[src/rtl/rv32_decode_pkg.sv]
// RV32I decode stage shared types: opcode IDs, major opcodes,
// immediate formats and the decoded bundle carried to execute.
package rv32_decode_pkg;

  typedef enum logic [5:0] {
    OP_ILLEGAL = 6'd0,
    OP_LUI, OP_AUIPC, OP_JAL, OP_JALR,
    OP_BEQ, OP_BNE, OP_BLT, OP_BGE, OP_BLTU, OP_BGEU,
    OP_LB, OP_LH, OP_LW, OP_LBU, OP_LHU,
    OP_SB, OP_SH, OP_SW,
    OP_ADDI, OP_SLTI, OP_SLTIU, OP_XORI, OP_ORI, OP_ANDI,
    OP_SLLI, OP_SRLI, OP_SRAI,
    OP_ADD, OP_SUB, OP_SLL, OP_SLT, OP_SLTU,
    OP_XOR, OP_SRL, OP_SRA, OP_OR, OP_AND,
    OP_FENCE, OP_ECALL, OP_EBREAK, OP_FENCE_I,
    OP_CSRRW, OP_CSRRS, OP_CSRRC,
    OP_CSRRWI, OP_CSRRSI, OP_CSRRCI
  } rv32_op_e;

  localparam logic [4:0] OPC_LOAD     = 5'b00000;
  localparam logic [4:0] OPC_MISC_MEM = 5'b00011;
  localparam logic [4:0] OPC_OP_IMM   = 5'b00100;
  localparam logic [4:0] OPC_AUIPC    = 5'b00101;
  localparam logic [4:0] OPC_STORE    = 5'b01000;
  localparam logic [4:0] OPC_OP       = 5'b01100;
  localparam logic [4:0] OPC_LUI      = 5'b01101;
  localparam logic [4:0] OPC_BRANCH   = 5'b11000;
  localparam logic [4:0] OPC_JALR     = 5'b11001;
  localparam logic [4:0] OPC_JAL      = 5'b11011;
  localparam logic [4:0] OPC_SYSTEM   = 5'b11100;

  localparam int T_R = 0;
  localparam int T_I = 1;
  localparam int T_S = 2;
  localparam int T_U = 3;
  localparam int T_J = 4;
  localparam int T_B = 5;

  typedef enum logic [2:0] {
    IMM_NONE, IMM_I, IMM_S, IMM_B, IMM_U, IMM_J, IMM_Z
  } imm_fmt_e;

  typedef struct packed {
    rv32_op_e    op;
    logic [5:0]  itype;
    logic [4:0]  rd;
    logic [4:0]  rs1;
    logic [4:0]  rs2;
    logic [31:0] imm;
    logic [11:0] csr;
    logic        illegal;
  } dec_bundle_t;

endpackage

[src/rtl/rv32_decode_comb.sv]
// Combinational RV32I/Zicsr/Zifencei decoder: raw instruction to
// decoded bundle, with optional instruction groups.
module rv32_decode_comb
  import rv32_decode_pkg::*;
#(
  parameter bit ENABLE_CSR   = 1'b1,
  parameter bit ENABLE_FENCE = 1'b1,
  parameter bit ENABLE_SYS   = 1'b1
) (
  input  logic [31:0] instr,
  output dec_bundle_t dec
);

  logic [4:0]  opc;
  logic [2:0]  f3;
  logic [6:0]  f7;
  logic [4:0]  rd;
  logic [4:0]  rs1;
  logic [4:0]  rs2;
  logic        f7_zero;
  logic        f7_alt;
  logic        rr_zero;
  rv32_op_e    op;
  imm_fmt_e    fmt;
  logic [31:0] imm;
  logic        legal;
  logic        use_rd;
  logic        use_rs1;
  logic        use_rs2;

  assign opc     = instr[6:2];
  assign f3      = instr[14:12];
  assign f7      = instr[31:25];
  assign rd      = instr[11:7];
  assign rs1     = instr[19:15];
  assign rs2     = instr[24:20];
  assign f7_zero = (f7 == 7'b0000000);
  assign f7_alt  = (f7 == 7'b0100000);
  assign rr_zero = (rd == 5'd0) && (rs1 == 5'd0);

  always_comb begin
    op  = OP_ILLEGAL;
    fmt = IMM_NONE;
    unique case (1'b1)
      (opc == OPC_LUI): begin
        op  = OP_LUI;
        fmt = IMM_U;
      end
      (opc == OPC_AUIPC): begin
        op  = OP_AUIPC;
        fmt = IMM_U;
      end
      (opc == OPC_JAL): begin
        op  = OP_JAL;
        fmt = IMM_J;
      end
      (opc == OPC_JALR): begin
        fmt = IMM_I;
        if (f3 == 3'b000) op = OP_JALR;
      end
      (opc == OPC_BRANCH): begin
        fmt = IMM_B;
        unique case (f3)
          3'b000:  op = OP_BEQ;
          3'b001:  op = OP_BNE;
          3'b100:  op = OP_BLT;
          3'b101:  op = OP_BGE;
          3'b110:  op = OP_BLTU;
          3'b111:  op = OP_BGEU;
          default: op = OP_ILLEGAL;
        endcase
      end
      (opc == OPC_LOAD): begin
        fmt = IMM_I;
        unique case (f3)
          3'b000:  op = OP_LB;
          3'b001:  op = OP_LH;
          3'b010:  op = OP_LW;
          3'b100:  op = OP_LBU;
          3'b101:  op = OP_LHU;
          default: op = OP_ILLEGAL;
        endcase
      end
      (opc == OPC_STORE): begin
        fmt = IMM_S;
        unique case (f3)
          3'b000:  op = OP_SB;
          3'b001:  op = OP_SH;
          3'b010:  op = OP_SW;
          default: op = OP_ILLEGAL;
        endcase
      end
      (opc == OPC_OP_IMM): begin
        fmt = IMM_I;
        unique case (f3)
          3'b000: op = OP_ADDI;
          3'b010: op = OP_SLTI;
          3'b011: op = OP_SLTIU;
          3'b100: op = OP_XORI;
          3'b110: op = OP_ORI;
          3'b111: op = OP_ANDI;
          3'b001: op = f7_zero ? OP_SLLI : OP_ILLEGAL;
          default: begin
            if (f7_zero)     op = OP_SRLI;
            else if (f7_alt) op = OP_SRAI;
          end
        endcase
      end
      (opc == OPC_OP): begin
        if (f7_zero) begin
          unique case (f3)
            3'b000:  op = OP_ADD;
            3'b001:  op = OP_SLL;
            3'b010:  op = OP_SLT;
            3'b011:  op = OP_SLTU;
            3'b100:  op = OP_XOR;
            3'b101:  op = OP_SRL;
            3'b110:  op = OP_OR;
            default: op = OP_AND;
          endcase
        end else if (f7_alt) begin
          if (f3 == 3'b000)      op = OP_SUB;
          else if (f3 == 3'b101) op = OP_SRA;
        end
      end
      (opc == OPC_MISC_MEM): begin
        fmt = IMM_I;
        if (ENABLE_FENCE && rr_zero) begin
          if (f3 == 3'b000)      op = OP_FENCE;
          else if (f3 == 3'b001) op = OP_FENCE_I;
        end
      end
      (opc == OPC_SYSTEM): begin
        fmt = IMM_I;
        unique case (f3)
          3'b000: begin
            if (ENABLE_SYS && rr_zero) begin
              if (instr[31:20] == 12'd0)      op = OP_ECALL;
              else if (instr[31:20] == 12'd1) op = OP_EBREAK;
            end
          end
          3'b001: if (ENABLE_CSR) op = OP_CSRRW;
          3'b010: if (ENABLE_CSR) op = OP_CSRRS;
          3'b011: if (ENABLE_CSR) op = OP_CSRRC;
          3'b101: if (ENABLE_CSR) op = OP_CSRRWI;
          3'b110: if (ENABLE_CSR) op = OP_CSRRSI;
          3'b111: if (ENABLE_CSR) op = OP_CSRRCI;
          default: op = OP_ILLEGAL;
        endcase
        if (f3[2] && (f3[1:0] != 2'b00)) fmt = IMM_Z;
      end
      default: op = OP_ILLEGAL;
    endcase
  end

  always_comb begin
    imm = '0;
    unique case (fmt)
      IMM_I: imm = {{20{instr[31]}}, instr[31:20]};
      IMM_S: imm = {{20{instr[31]}}, instr[31:25], instr[11:7]};
      IMM_B: imm = {{19{instr[31]}}, instr[31], instr[7],
                    instr[30:25], instr[11:8], 1'b0};
      IMM_U: imm = {instr[31:12], 12'b0};
      IMM_J: imm = {{11{instr[31]}}, instr[31], instr[19:12],
                    instr[20], instr[30:21], 1'b0};
      IMM_Z: imm = {27'b0, instr[19:15]};
      default: imm = '0;
    endcase
  end

  assign legal   = (op != OP_ILLEGAL) && (instr[1:0] == 2'b11);
  assign use_rd  = (fmt != IMM_S) && (fmt != IMM_B);
  assign use_rs1 = (fmt == IMM_NONE) || (fmt == IMM_I) ||
                   (fmt == IMM_S) || (fmt == IMM_B);
  assign use_rs2 = (fmt == IMM_NONE) || (fmt == IMM_S) ||
                   (fmt == IMM_B);

  always_comb begin
    dec = '0;
    if (!legal) begin
      dec.illegal = 1'b1;
    end else begin
      dec.op  = op;
      dec.rd  = use_rd  ? rd  : 5'd0;
      dec.rs1 = use_rs1 ? rs1 : 5'd0;
      dec.rs2 = use_rs2 ? rs2 : 5'd0;
      dec.imm = imm;
      if (op >= OP_CSRRW) dec.csr = instr[31:20];
      unique case (fmt)
        IMM_NONE:     dec.itype[T_R] = 1'b1;
        IMM_S:        dec.itype[T_S] = 1'b1;
        IMM_B:        dec.itype[T_B] = 1'b1;
        IMM_U:        dec.itype[T_U] = 1'b1;
        IMM_J:        dec.itype[T_J] = 1'b1;
        default:      dec.itype[T_I] = 1'b1;
      endcase
    end
  end

endmodule

[src/rtl/decode_stage.sv]
// Registered RV32I decode stage: valid/ready handshake, flush and
// output register around the combinational decoder.
module decode_stage
  import rv32_decode_pkg::*;
#(
  parameter int PC_W         = 32,
  parameter bit ENABLE_CSR   = 1'b1,
  parameter bit ENABLE_FENCE = 1'b1,
  parameter bit ENABLE_SYS   = 1'b1
) (
  input  logic            clk,
  input  logic            rst_n,
  input  logic            flush,
  input  logic            in_valid,
  output logic            in_ready,
  input  logic [31:0]     in_instr,
  input  logic [PC_W-1:0] in_pc,
  output logic            out_valid,
  input  logic            out_ready,
  output logic [5:0]      out_op,
  output logic [5:0]      out_type,
  output logic [4:0]      out_rd,
  output logic [4:0]      out_rs1,
  output logic [4:0]      out_rs2,
  output logic [31:0]     out_imm,
  output logic [11:0]     out_csr,
  output logic            out_illegal,
  output logic [PC_W-1:0] out_pc
);

  dec_bundle_t     dec;
  dec_bundle_t     q;
  logic [PC_W-1:0] pc_q;
  logic            valid_q;
  logic            take;

  rv32_decode_comb #(
    .ENABLE_CSR  (ENABLE_CSR),
    .ENABLE_FENCE(ENABLE_FENCE),
    .ENABLE_SYS  (ENABLE_SYS)
  ) u_comb (
    .instr(in_instr),
    .dec  (dec)
  );

  assign in_ready = !valid_q || out_ready;
  assign take     = in_valid && in_ready && !flush;

  always_ff @(posedge clk) begin
    if (!rst_n) begin
      valid_q <= 1'b0;
      q       <= '0;
      pc_q    <= '0;
    end else if (flush) begin
      valid_q <= 1'b0;
    end else if (take) begin
      valid_q <= 1'b1;
      q       <= dec;
      pc_q    <= in_pc;
    end else if (out_ready) begin
      valid_q <= 1'b0;
    end
  end

  assign out_valid   = valid_q;
  assign out_op      = q.op;
  assign out_type    = q.itype;
  assign out_rd      = q.rd;
  assign out_rs1     = q.rs1;
  assign out_rs2     = q.rs2;
  assign out_imm     = q.imm;
  assign out_csr     = q.csr;
  assign out_illegal = q.illegal;
  assign out_pc      = pc_q;

endmodule
[config.mk]
export PLATFORM = sky130hd
export DESIGN_NAME = decode_stage
export DESIGN_NICKNAME = d
export VERILOG_FILES = /design/src/rtl/rv32_decode_pkg.sv /design/src/rtl/rv32_decode_comb.sv /design/src/rtl/decode_stage.sv
export SDC_FILE = /design/constraint.sdc
export NUM_CORES = 1
export LEC_CHECK = 0
export ABC_AREA = 1
export BUFFER_PORTS_ARGS = -buffer_cell sky130_fd_sc_hd__clkbuf_2
export CAP_MARGIN = 10
export CORE_UTILIZATION = 51
export CTS_CLUSTER_DIAMETER = 30
export CTS_CLUSTER_SIZE = 12
export DETAILED_ROUTE_END_ITERATION = 10
export PLACE_DENSITY_LB_ADDON = 0.3
export SLEW_MARGIN = 40
export SYNTH_ARGS = -nofsm -noshare
export SYNTH_HDL_FRONTEND = slang
export SYNTH_SLANG_ARGS = --single-unit
[constraint.sdc]
create_clock -name clk -period 2.3 [get_ports clk]
set_clock_uncertainty 0.15 [all_clocks]
set_input_delay 0.345 -clock clk [delete_from_list [all_inputs] [get_ports clk]]
set_output_delay 0.345 -clock clk [all_outputs]
set_load 0.05 [all_outputs]
=== Yosys cells after proc, flatten, opt, wreduce, memory -nomap -nowiden ===
Index checks and enable logic that the tools add are counted.

* Register bits: 105
* Output and inout bits: 106
* Word-level logic and storage cells: 108
* Input port bits: 69

* Reductions and logical operators: 29
* Bitwise operators: 2
* Magnitude comparators: 1
* Equal/unequal tests: 28
* Muxes and demuxes: 38

{| class="wikitable"
|+ Operator list
! operator !! count
|-
| $pmux 32 s6 || 1
|-
| $pmux 6 s7 || 3
|-
| $mux 71 || 1
|-
| $mux 6 || 11
|-
| $pmux 6 s11 || 1
|-
| $mux 5 || 5
|-
| $pmux 4 s6 || 1
|-
| $eq 3x3->1 const B || 7
|-
| $eq 5x5->1 const B || 4
|-
| $pmux 4 s5 || 1
|-
| $pmux 3 s6 || 1
|-
| $eq 5x4->1 const B || 3
|-
| $logic_not 5->1 || 3
|-
| $pmux 5 s3 || 1
|-
| $eq 12x1->1 const B || 1
|-
| $eq 3x2->1 const B || 4
|-
| $logic_not 12->1 || 1
|-
| $mux 12 || 1
|-
| $eq 5x3->1 const B || 2
|-
| $mux 1 || 9
|-
| $eq 7x6->1 const B || 1
|-
| $logic_not 7->1 || 1
|-
| $eq 3x1->1 const B || 2
|-
| $ge 6x6->1 const B || 1
|-
| 15 further kinds || 32
|}

=== Longest topological paths before layout ===
Gate-level depths: netlist of the first run.

* Word-level depth: 10
* Mapped depth: 17
* Gate-level depth less buffers: 15

=== Modules after synthesis ===
Synthesis of the first run repeated with hierarchy kept, for this count alone.

* Cells, all modules: 1062
* Area, all modules: 6279.8 sq um

{| class="wikitable"
|+ By module, submodules not included
! module !! sequential area each (sq um) !! cells an instance !! instances !! area an instance (sq um)
|-
| decode_stage || 2102.0 || 689 || 1 || 4658.2
|-
| rv32_decode_comb || 0.0 || 373 || 1 || 1621.6
|}

=== Worst setup path after synthesis of the first run ===
No wires, ideal clock.

* Path type: reg-to-reg
* From: reg valid_q, in the netlist out_valid
* To: reg q, in the netlist out_rd[0]
* Clock period less this slack: 2047 ps
* Cell stages (with the launch flop): 8
* Slack: 253 ps
* Required time: 2080 ps
* Path buffers: 2
* Arrival time: 1827 ps
* Path through: dfxtp_1 > inv_1 > nor2_1 > nor3_1 > clkbuf_1 > clkbuf_1 > nand4_1 > a21oi_1

* Cells in the longest elaborated chain, start to end: 5

{| class="wikitable"
|+ RTL lines
! element !! line !! source
|-
| start: declaration || decode_stage.sv:34 || <nowiki>logic valid_q;</nowiki>
|-
| start signal: assignment || decode_stage.sv:51 || <nowiki>valid_q <= 1'b0;</nowiki>
|-
| start signal: assignment || decode_stage.sv:55 || <nowiki>valid_q <= 1'b0;</nowiki>
|-
| start signal: assignment || decode_stage.sv:57 || <nowiki>valid_q <= 1'b1;</nowiki>
|-
| $logic_not 1->1 || decode_stage.sv:46 || <nowiki>assign in_ready = !valid_q || out_ready;</nowiki>
|-
| $logic_or 1x1->1 || decode_stage.sv:46 ||
|-
| $logic_and 1x1->1 (2 in series) || decode_stage.sv:47 || <nowiki>assign take = in_valid && in_ready && !flush;</nowiki>
|-
| $reduce_and 2->1 (no line) || -- ||
|-
| end signal: assignment || decode_stage.sv:52 || <nowiki>q <= '0;</nowiki>
|-
| end signal: assignment || decode_stage.sv:58 || <nowiki>q <= dec;</nowiki>
|-
| end: declaration || decode_stage.sv:32 || <nowiki>dec_bundle_t q;</nowiki>
|}

No other way between the ends.
A chain may end at the register's enable or synchronous reset.

=== Worst setup path after layout of the first run ===
* From: in flush
* To: reg q, in the netlist out_imm[2]

* Cells in the longest elaborated chain, start to end: 3
* Elaborated cells on any way between the ends: 4

{| class="wikitable"
|+ RTL lines
! element !! line !! source
|-
| start: declaration || decode_stage.sv:13 || <nowiki>input logic flush,</nowiki>
|-
| $logic_not 1->1 || decode_stage.sv:47 ||
|-
| $logic_and 1x1->1 || decode_stage.sv:47 ||
|-
| $reduce_and 2->1 (no line) (*) || -- ||
|}

Every way passes the cells marked *; elsewhere a longest branch is shown, timed or not.

==> reports/qor.yml, run 1 <==
synth_common_cells: "nand2_1 (165), nor2_1 (149), dfxtp_1 (105)"
core_area_sq_mm: 0.00986
cts_root_buf: "clkbuf_8"
drive_gt1_share_pct: 28.5
ir_worst_vdd_v: 0.000411
post-route-period-util_pct: 92.1
synth-seq-area-share_pct: 40.1
routed_wl_um: 16400
vias: 6258
cts_buffers: 9
tightest_slew_ns: 0.455
leakage_nw: 3.35
synth_nets: 872
ys_ff_latch: 105
yosys-top-cells-area: "dfxtp_1 (40%), nand2_1 (12%), nor2_1 (11%)"
grt_pass1_vias: 5501
outcome: "complete, no violations"
die_w_um: 103
final_core_util_pct: 70.4
synth_top_area_share_pct: 40.1
cp.arrival_ns: 2.29
place_congestion: 0.979
grt_antenna_before_repair: 0
track_usage_pct: 30.0
drtIter0Drc: 317
drc: 0
cp_max_fo: 27
grt_max_degree: 55
syn_area_per_cell_sq_um: 6.53
start_util_pct: 53.2
yosysMostFrequentCell: "nand2_1"
syn_inst: 803
synth_ff_type: "dfxtp_1"
vias_per_cell: 5.41
cts.clk_slew.worst_paths_ns: 0.11
period_needed_ns: 2.12
dp.final_hpwl_um: 12300
rsz0062_at_grt: "no"
grt_pass1_wl_um: 24900
max_freq_ghz: 0.472
finalSetupViolCount: 0
hold_viol: 0
h-tree-depth: 3
cts.path.max_buffers: 2
postRouteAntennaNets: 0
power-per-cell-area_mw_per_mm2: 549
dr.pass1.iters: 5
cp.required_ns: 2.47
place_ws_ns: -0.249
synth-edff-count: 0
syn_area_sq_mm: 0.00525
hold_class: "input port to flip-flop"
ios: 175
setup_slack_ns: 0.181
crit_path_start_kind: "input port"
endpoint_kind: "flip-flop"
async_reset_ff_share_pct: 0
yosysUniqueCellTypes: 29
fillerInstances: 874
synth_area_leader_cell: "dfxtp_1"
synthToLayoutAreaGrowth_pct: 32.3
finalPower_mw: 3.81
nNetsFinal: 1088
die_y_um: 103
wl_per_cell_um: 14.2
cts_setup_buffers: 0
die_area_sq_mm: 0.0107
grt_overflow: 0
clk_latency_ns: 0.37
num_rows: 36
clock-sinks: 105
cap_violations: 0
crit_type: "input port to flip-flop"
cts_tree: "built"
yosysWarnings: 0
port-buffer-count: 174
antennaDiodeCount: 0
drv_slew: 0
max_slew_margin_pct: 69.6
-- per-stage QoR --
stage	TNS, ns	cell area (sq um)	cells	hold WS, ns
floorplan	0	5250	803	0.273
global placement	-4.69	6740	1140	0.303
detailed placement	-4.48	6740	1140	0.306
CTS	0	6930	1157	0.0260
global route	0	6940	1157	0.0322
finish	0	6940	1157	0.0318
-- layer usage --
| metal | vias up | GRT usage, % | share of wire, % |
|---|---|---|---|
| li1 | 3093 | - | - |
| met1 | 2835 | 36.6 | 42 |
| met2 | 291 | 51.3 | 47 |
| met3 | 39 | 5.85 | 8.2 |
| met4 | 0 | 13.0 | 2.6 |
| met5 | - | 0 | 0 |
-- critical path, stage by stage --
cell and delay, ns:
dlygate4sd3_1 0.54, clkbuf_2 0.12, nor3_2 0.21, buf_4 0.35, nand2_2 0.15, inv_1 0.12, buf_12 0.14, nand4_1 0.13
a21oi_1 0.15
-- worst paths after layout --
kind,start,to,slack (ns),depth (start not counted)
max,flush,out_imm[2],0.18,9
min reg2reg,out_imm[14],out_imm[14],0.32,2
max reg2reg,out_valid,out_imm[2],0.45,9
min,in_pc[27],out_pc[27],0.03,3
-- area by class of cell --
class / instances / area [sq um] / area share (%)
timing repair buffer: 254 / 1560 / 22.5
tap: 133 / 166 / 2.40
multi-input combinational: 587 / 2690 / 38.8
inverter: 62 / 234 / 3.37
sequential: 105 / 2100 / 30.3
clock inverter: 6 / 58.8 / 0.847
clock buffer: 10 / 128 / 1.84
-- cells by family after synthesis --
kind of cell / share of synthesized area (%)
AND/OR/NAND/NOR: 35.6
AO/OA/AOI/OAI: 15.5
buffers and inverters: 8.89
flip-flops: 40.1
-- sequential cells by signal (all words and copies together) (netlist names) --
signal,count
out_imm,32
out_pc,32
out_csr,12
out_op,6
out_type,6
out_rd,5
out_rs1,5
out_rs2,5
out_illegal,1
out_valid,1
-- cells in the final DEF, fill, tap and decap left out, drive strengths merged, types with 2 or more instances in the layout --
cell / Yosys / final
inv: 60 / 63
clkinv: 2 / 4
nand3: 33 / 33
o21ai: 51 / 51
buf: 13 / 79
o22ai: 2 / 2
nand2: 170 / 170
clkbuf: 36 / 184
nand4: 64 / 64
a21oi: 103 / 103
nor2: 154 / 154
nor4: 2 / 2
nor3: 4 / 4
dfxtp: 105 / 105
-- power by group --
part | leakage, nW | internal (mW) | switching [mW]
Combinational | 2.40 | 0.255 | 0.555
Clock | 0.0911 | 0.420 | 0.698
Sequential | 0.852 | 1.86 | 0.0220
-- timing repair --
item	in CTS	in global routing
endpoints found under the setup margin	0	11
gates resized for setup	0	1
hold endpoints to repair	1	0
hold buffers	1	0
Power figures use the tool's default switching activity.
==> run 2, diff against run 1 <==
Settings changed: ABC_AREA 1 to default, CORE_UTILIZATION 51 to 50.
==> run 2 against run 1 <==
Compared with the run above: the flow now finishes with violations (setup timing); die area down 0.66%; core utilization up 1.7 points; synthesized cell count down 23%; area after synthesis down 2.6%; count of clock-buffer cells in the layout down 1; via count down 11%; worst hold slack worse by 0.022 ns; sequential power about the same; final area up 2.0%; flip-flop and latch count unchanged; highest routed layer unchanged.
==> reports/qor.yml, run 2 <==
dp.final_hpwl_um: 12300
synth-edff-count: 0
drtIter0Drc: 272
yosysWarnings: 0
yosys.area_share.xor_xnor_pct: 0.343
power-per-cell-area_mw_per_mm2: 545
p_switching_mw: 1.20
ys_ff_latch: 105
synth_top_area_share_pct: 41.1
cpPeakStageDelay_ns: 0.60
synth-compound-area-share_pct: 27.0
finalPower_mw: 3.86
die_y_um: 103
cap_violations: 0
cp_max_fo: 30
vias: 5575
synth_simple_gate_area_share_pct: 26.1
nNetsFinal: 921
dr.pass1.iters: 5
ios: 175
syn_area_sq_mm: 0.00511
outcome: "finished with violations"
cpMostUsedCell: "buf_12"
grt_pass1_vias: 5174
cp_num_buf_inv: 3
clk_latency_ns: 0.38
grt_pass1_wl_um: 25200
port-buffer-count: 174
synth_common_cells: "nand2_1 (140), dfxtp_1 (105), clkbuf_1 (42)"
grt_overflow: 0
yosysUniqueCellTypes: 56
drv_slew: 0
antennaDiodeCount: 0
cp.arrival_ns: 2.59
finalSetupViolCount: 48
core_area_sq_mm: 0.00982
timing.hold.ws_ns: 0.0100
crit_chain: "buf_6 > or4_4 > buf_12 > nor3_1 > nor4_1 > a311o_1 > and4b_1 > and4_4 > buf_12 > o31ai_2"
cp_slowest_cell: "or4_4"
met3_length_um: 1280
fillerInstances: 772
num_rows: 36
hold_buffers: 0
max_slew_margin_pct: 70.2
start_util_pct: 52.0
endpoint_kind: "flip-flop"
h-tree-depth: 3
crit_path_start_kind: "input port"
cts_tree: "built"
final_core_util_pct: 72.1
layout_common_cells: "clkbuf_2 (173), nand2_1 (140), dfxtp_1 (105)"
synth_mux_area_share_pct: 0
drc: 0
syn_inst: 615
fin_area_sq_mm: 0.00708
postRouteAntennaNets: 0
power_frac_clock_pct: 31.3
top_layer: "met4"
drt-met1-wl_um: 6630
worst_path_dominant_cell_family: "simple AND/OR/NAND/NOR gates"
max_freq_ghz: 0.411
routed_wl_um: 16400
dr_wl_met2_um: 7860
hold_class: "input port to flip-flop"
crit_type: "input port to flip-flop"
synth-seq-area-share_pct: 41.1
cts.clk_slew.worst_paths_ns: 0.11
synth_nets: 684
wl_per_cell_um: 16.6
drive_gt1_share_pct: 40.3
track_usage_pct: 30.8
synth_area_leader_cell: "dfxtp_1"
p_comb_share_pct: 20.3
hold_viol: 0
vias_per_cell: 5.64
grt_antenna_before_repair: 0
setup_slack_ns: -0.134
period_needed_ns: 2.43
syn_area_per_cell_sq_um: 8.31
cts_root_buf: "clkbuf_8"
cts.path.max_buffers: 2
synth_top_family_by_area: "compound AO/OA/AOI/OAI gates"
place_congestion: 0.862
final_common_cell: "clkbuf_2"
synthToLayoutAreaGrowth_pct: 38.6
cp.required_ns: 2.45
tightest_slew_ns: 0.447
grt_max_degree: 68
yosys-top-cells-area: "dfxtp_1 (41%), nand2_1 (10%), o31ai_2 (6.1%)"
p_sw_share_pct: 31.1
p_int_mw: 2.66
post-route-period-util_pct: 106
synthAdderAreaFrac_pct: 0.196
cts_buffers: 9
violations: "setup timing"
seqPwrFrac_pct: 48.4
ir_worst_vdd_v: 0.000392
rsz0062_at_grt: "yes"
async_reset_ff_share_pct: 0
leakage_nw: 3.05
die_area_sq_mm: 0.0106
place_area_sq_mm: 0.00674
die_w_um: 103
synth_ff_type: "dfxtp_1"
yosysMostFrequentCell: "nand2_1"
clock-sinks: 105
[run 2: cell count changes after synthesis, moves of 16 or more]
cell / change
nand4_1: -54
a21boi_0: +35
nand2_1: -25
o31ai_2: +25
inv_1: -48
o21ai_1: +23
a22o_1: +16
o21ai_0: -34
nor2_1: -130
a21oi_1: -85
[run 2: kinds of logic after synthesis]
group / count (synthesis)
buffers and inverters: 60
AND/OR/NAND/NOR: 269
XOR/XNOR: 2
adder cells (fa/ha/maj): 1
flip-flops: 105
AO/OA/AOI/OAI: 178
[run 2: final cells by class]
type / count / area (sq um) / share of cell area, %
clock buffer: 9 / 124 / 1.75
timing repair buffer: 283 / 1790 / 25.3
tap: 133 / 166 / 2.35
sequential: 105 / 2100 / 29.7
clock inverter: 6 / 75.1 / 1.06
inverter: 3 / 11.3 / 0.159
multi-input combinational: 450 / 2810 / 39.7
[run 2: metal layers]
layer,global-route usage [%],vias to the layer above
met4,16.9,0
met1,37.2,2551
met2,51.5,288
li1,-,2680
met3,6.17,56
met5,0,-
[run 2: what timing repair did]
action / CTS / global route
setup buffers: 6 / 0
pin swaps: 5 / 4
setup endpoints to repair: 64 / 64
gates cloned: 1 / 0
gates resized for setup: 10 / 8
[run 2: worst reg2reg max path: stages (launching register included)]
cell	delay, ns
dfxtp_1	0.32
nor2b_1	0.16
inv_2	0.07
nand3b_1	0.23
nor2_2	0.34
nand3_1	0.18
buf_4	0.25
o31ai_4	0.24
[run 2: power by group through the flow]
stage	clock network, mW	registers (mW)	logic [mW]
after global routing	1.29	1.87	0.837
final	1.21	1.87	0.784
after global placement	0	1.91	0.743
after detailed placement	0	1.91	0.757
after floorplan	0	2.02	0.336
after CTS	1.22	1.87	0.772
[run 2: worst paths after layout]
| path | from | end | slack [ns] | cells past startpoint |
|---|---|---|---|---|
| setup / recovery | in_instr[25] | out_imm[16] | -0.13 | 10 |
| hold reg to reg | out_rd[3] | out_rd[3] | 0.30 | 2 |
| hold / removal | flush | out_valid | 0.01 | 2 |
| setup reg to reg | out_valid | out_imm[14] | 0.28 | 7 |
[run 2: metrics by stage]
step                cells  worst slack, ns  setup TNS [ns]
finish                989           -0.134           -3.59
global route          989           -0.188           -7.32
CTS                   989           -0.111           -2.96
detailed placement    967           -0.571          -31.50
global placement      967           -0.505          -28.08
floorplan             615           -0.346          -16.59
==> run 3, diff against run 2 <==
Settings changed: CORE_UTILIZATION 50 to 53, SYNTH_HIERARCHICAL from default to 1, TNS_END_PERCENT from default to 50.
==> run 3 against run 2 <==
Compared with the run above: the run still ends with setup timing left; synthesized cell count grew 27%; final area grew 28%; cell count grew 20%; wire length grew 25%; clock power grew 41%; sequential share of layout area shrank 6.5 points; first-iteration DRC count grew to 2.6 times the previous value.
==> reports/qor.yml, run 3 <==
period_needed_ns: 2.42
synth_top_area_share_pct: 33.8
drv_slew: 0
post-route-period-util_pct: 105
synth_ff_type: "dfxtp_1"
register_area_sq_mm: 0.00210
drc: 0
drive_gt1_share_pct: 41.2
outcome: "finished with violations"
max_slew_margin_pct: 62.3
grt_antenna_before_repair: 0
synth-seq-area-share_pct: 33.8
hold_class: "input port to flip-flop"
grt_max_degree: 60
ys_ff_latch: 105
place_ws_ns: -0.656
wl_per_cell_um: 17.4
final_common_cell: "nand2_1"
crit_chain: "buf_6 > buf_4 > nor4_2 > nand4_1 > buf_4 > o21ai_0 > nand2_1 > and4_1 > and4_4 > clkbuf_16 > nor4_4 > nand2_1 > mux2i_1"
die_w_um: 110
dr.pass1.iters: 6
routed_wl_um: 20600
clock-sinks: 105
yosysMostFrequentCell: "nand2_1"
finalPower_mw: 4.74
grt_pass1_vias: 5916
hold_buffers: 0
cap_violations: 0
worst_path_dominant_cell_family: "simple AND/OR/NAND/NOR gates"
yosys-top-cells-area: "dfxtp_1 (34%), mux2i_1 (17%), nand2_1 (14%)"
drtIter0Drc: 703
tightest_slew_ns: 0.559
finalSetupViolCount: 60
cpPeakStageDelay_ns: 0.26
async_reset_ff_share_pct: 0
place_congestion: 0.943
cts.clk_slew.worst_paths_ns: 0.07
whs_path_depth: 2
die_y_um: 110
ir_worst_vdd_v: 0.000553
yosysWarnings: 6
min_to: "out_valid"
port-buffer-count: 174
cts_tree: "built"
synth_nets: 851
track_usage_pct: 30.8
antennaDiodeCount: 0
syn_area_sq_mm: 0.00623
reg2reg_to: "out_imm[27]"
endpoint_kind: "flip-flop"
synth-edff-count: 0
dp.final_hpwl_um: 14100
r2r-start: "out_valid"
worst-r2r-cell-count: 5
crit_type: "input port to flip-flop"
cts_buffers: 9
cp_num_buf_inv: 4
hp-start: "flush"
synth_common_cells: "nand2_1 (229), dfxtp_1 (105), mux2i_1 (104)"
fin_area_sq_mm: 0.00905
multi_input_area_sq_mm: 0.00414
leakage_nw: 3.70
start_util_pct: 54.5
die_area_sq_mm: 0.0122
nNetsFinal: 1107
fillerInstances: 764
postRouteAntennaNets: 0
num_rows: 39
grt_pass1_wl_um: 29100
crit_start: "in_instr[13]"
place_area_sq_mm: 0.00798
max_freq_ghz: 0.413
setup_slack_ns: -0.121
rsz0062_at_grt: "yes"
cts.path.max_buffers: 2
syn_area_per_cell_sq_um: 7.96
synthToLayoutAreaGrowth_pct: 45.4
syn_inst: 782
core_area_sq_mm: 0.0114
hold_viol: 0
cp_slowest_cell: "nor4_2"
vias_per_cell: 5.74
h-tree-depth: 3
cts_root_buf: "clkbuf_16"
ios: 175
crit_path_start_kind: "input port"
timing.hold.ws_ns: 0.0756
power-per-cell-area_mw_per_mm2: 524
cp.arrival_ns: 2.54
cp_max_fo: 9
layout_common_cells: "nand2_1 (227), clkbuf_2 (164), buf_4 (108)"
violations: "setup timing"
r2r_setup_slack_ns: 0.56
grt_overflow: 0
synth_area_leader_cell: "dfxtp_1"
vias: 6798
cp.required_ns: 2.42
yosysUniqueCellTypes: 60
clk_latency_ns: 0.33
## run 3: cell count changes in the layout (fill, tap and decap cells not counted), moves of 13 or more
cell / before / now
a21boi_0: 35 / 0
buf_6: 4 / 17
o31ai_2: 23 / 0
a21oi_1: 16 / 30
o21ai_1: 24 / 2
a22o_1: 16 / 1
clkbuf_16: 0 / 14
nor4_2: 1 / 23
and2_1: 1 / 14
nand2_1: 140 / 227
mux2i_1: 0 / 104
## run 3: final cells by class
class / instances / share of cell area (%)
multi-input cells: 604 / 45.8
repair buffers: 314 / 25.3
flip-flops and latches: 105 / 23.2
clock buffers: 9 / 2.49
well taps: 143 / 1.98
clock inverters: 6 / 1.08
inverters: 4 / 0.166
## run 3: per-stage QoR
stage | utilization [%] | instances | setup TNS [ns]
CTS | 74.8 | 1170 | -0.192
global route | 79.3 | 1185 | -8.59
detailed placement | 69.9 | 1152 | -34.84
floorplan | - | 782 | -6.94
finish | 79.3 | 1185 | -3.34
global placement | 69.9 | 1152 | -36.37
## run 3: cells by family (layout without fill, tap and decap cells)
family	Yosys count	in the layout	share of synthesized area (%)
AO/OA/AOI/OAI	89	89	9.16
XOR/XNOR	5	5	0.704
buffers and inverters	74	333	7.19
flip-flops	105	105	33.8
multiplexers	104	104	16.7
AND/OR/NAND/NOR	405	406	32.5
## run 3: per-layer routing
layer  global-route usage [%]  routed length (um)  up-vias
met4                     11.7                 495        0
met1                     40.7                8710     3161
met2                     49.5                9400      378
li1                         -                   -     3214
met3                     6.11                1950       45
met5                        0                   0        -
## run 3: worst max-delay path by stage
stage               cells past startpoint  slack [ns]     endpoint
floorplan                              12       -0.14  out_type[1]
global placement                       11       -0.67  out_illegal
detailed placement                     12       -0.66  out_imm[12]
CTS                                    12       -0.04  out_imm[18]
global route                           13       -0.21   out_rs2[3]
finish                                 13       -0.12  out_imm[12]
## run 3: where the power goes
group          switching [mW]  internal, mW
Combinational           0.694         0.475
Sequential             0.0172          1.85
Clock                   0.738         0.968
## run 3: repair_timing
action                                 in CTS  in global routing
setup buffers                               3                  9
gates resized for setup                    47                 81
cloned                                      0                  7
setup endpoints to repair                  64                 64
pin swaps                                   8                 24
endpoints found under the hold margin       0                  0
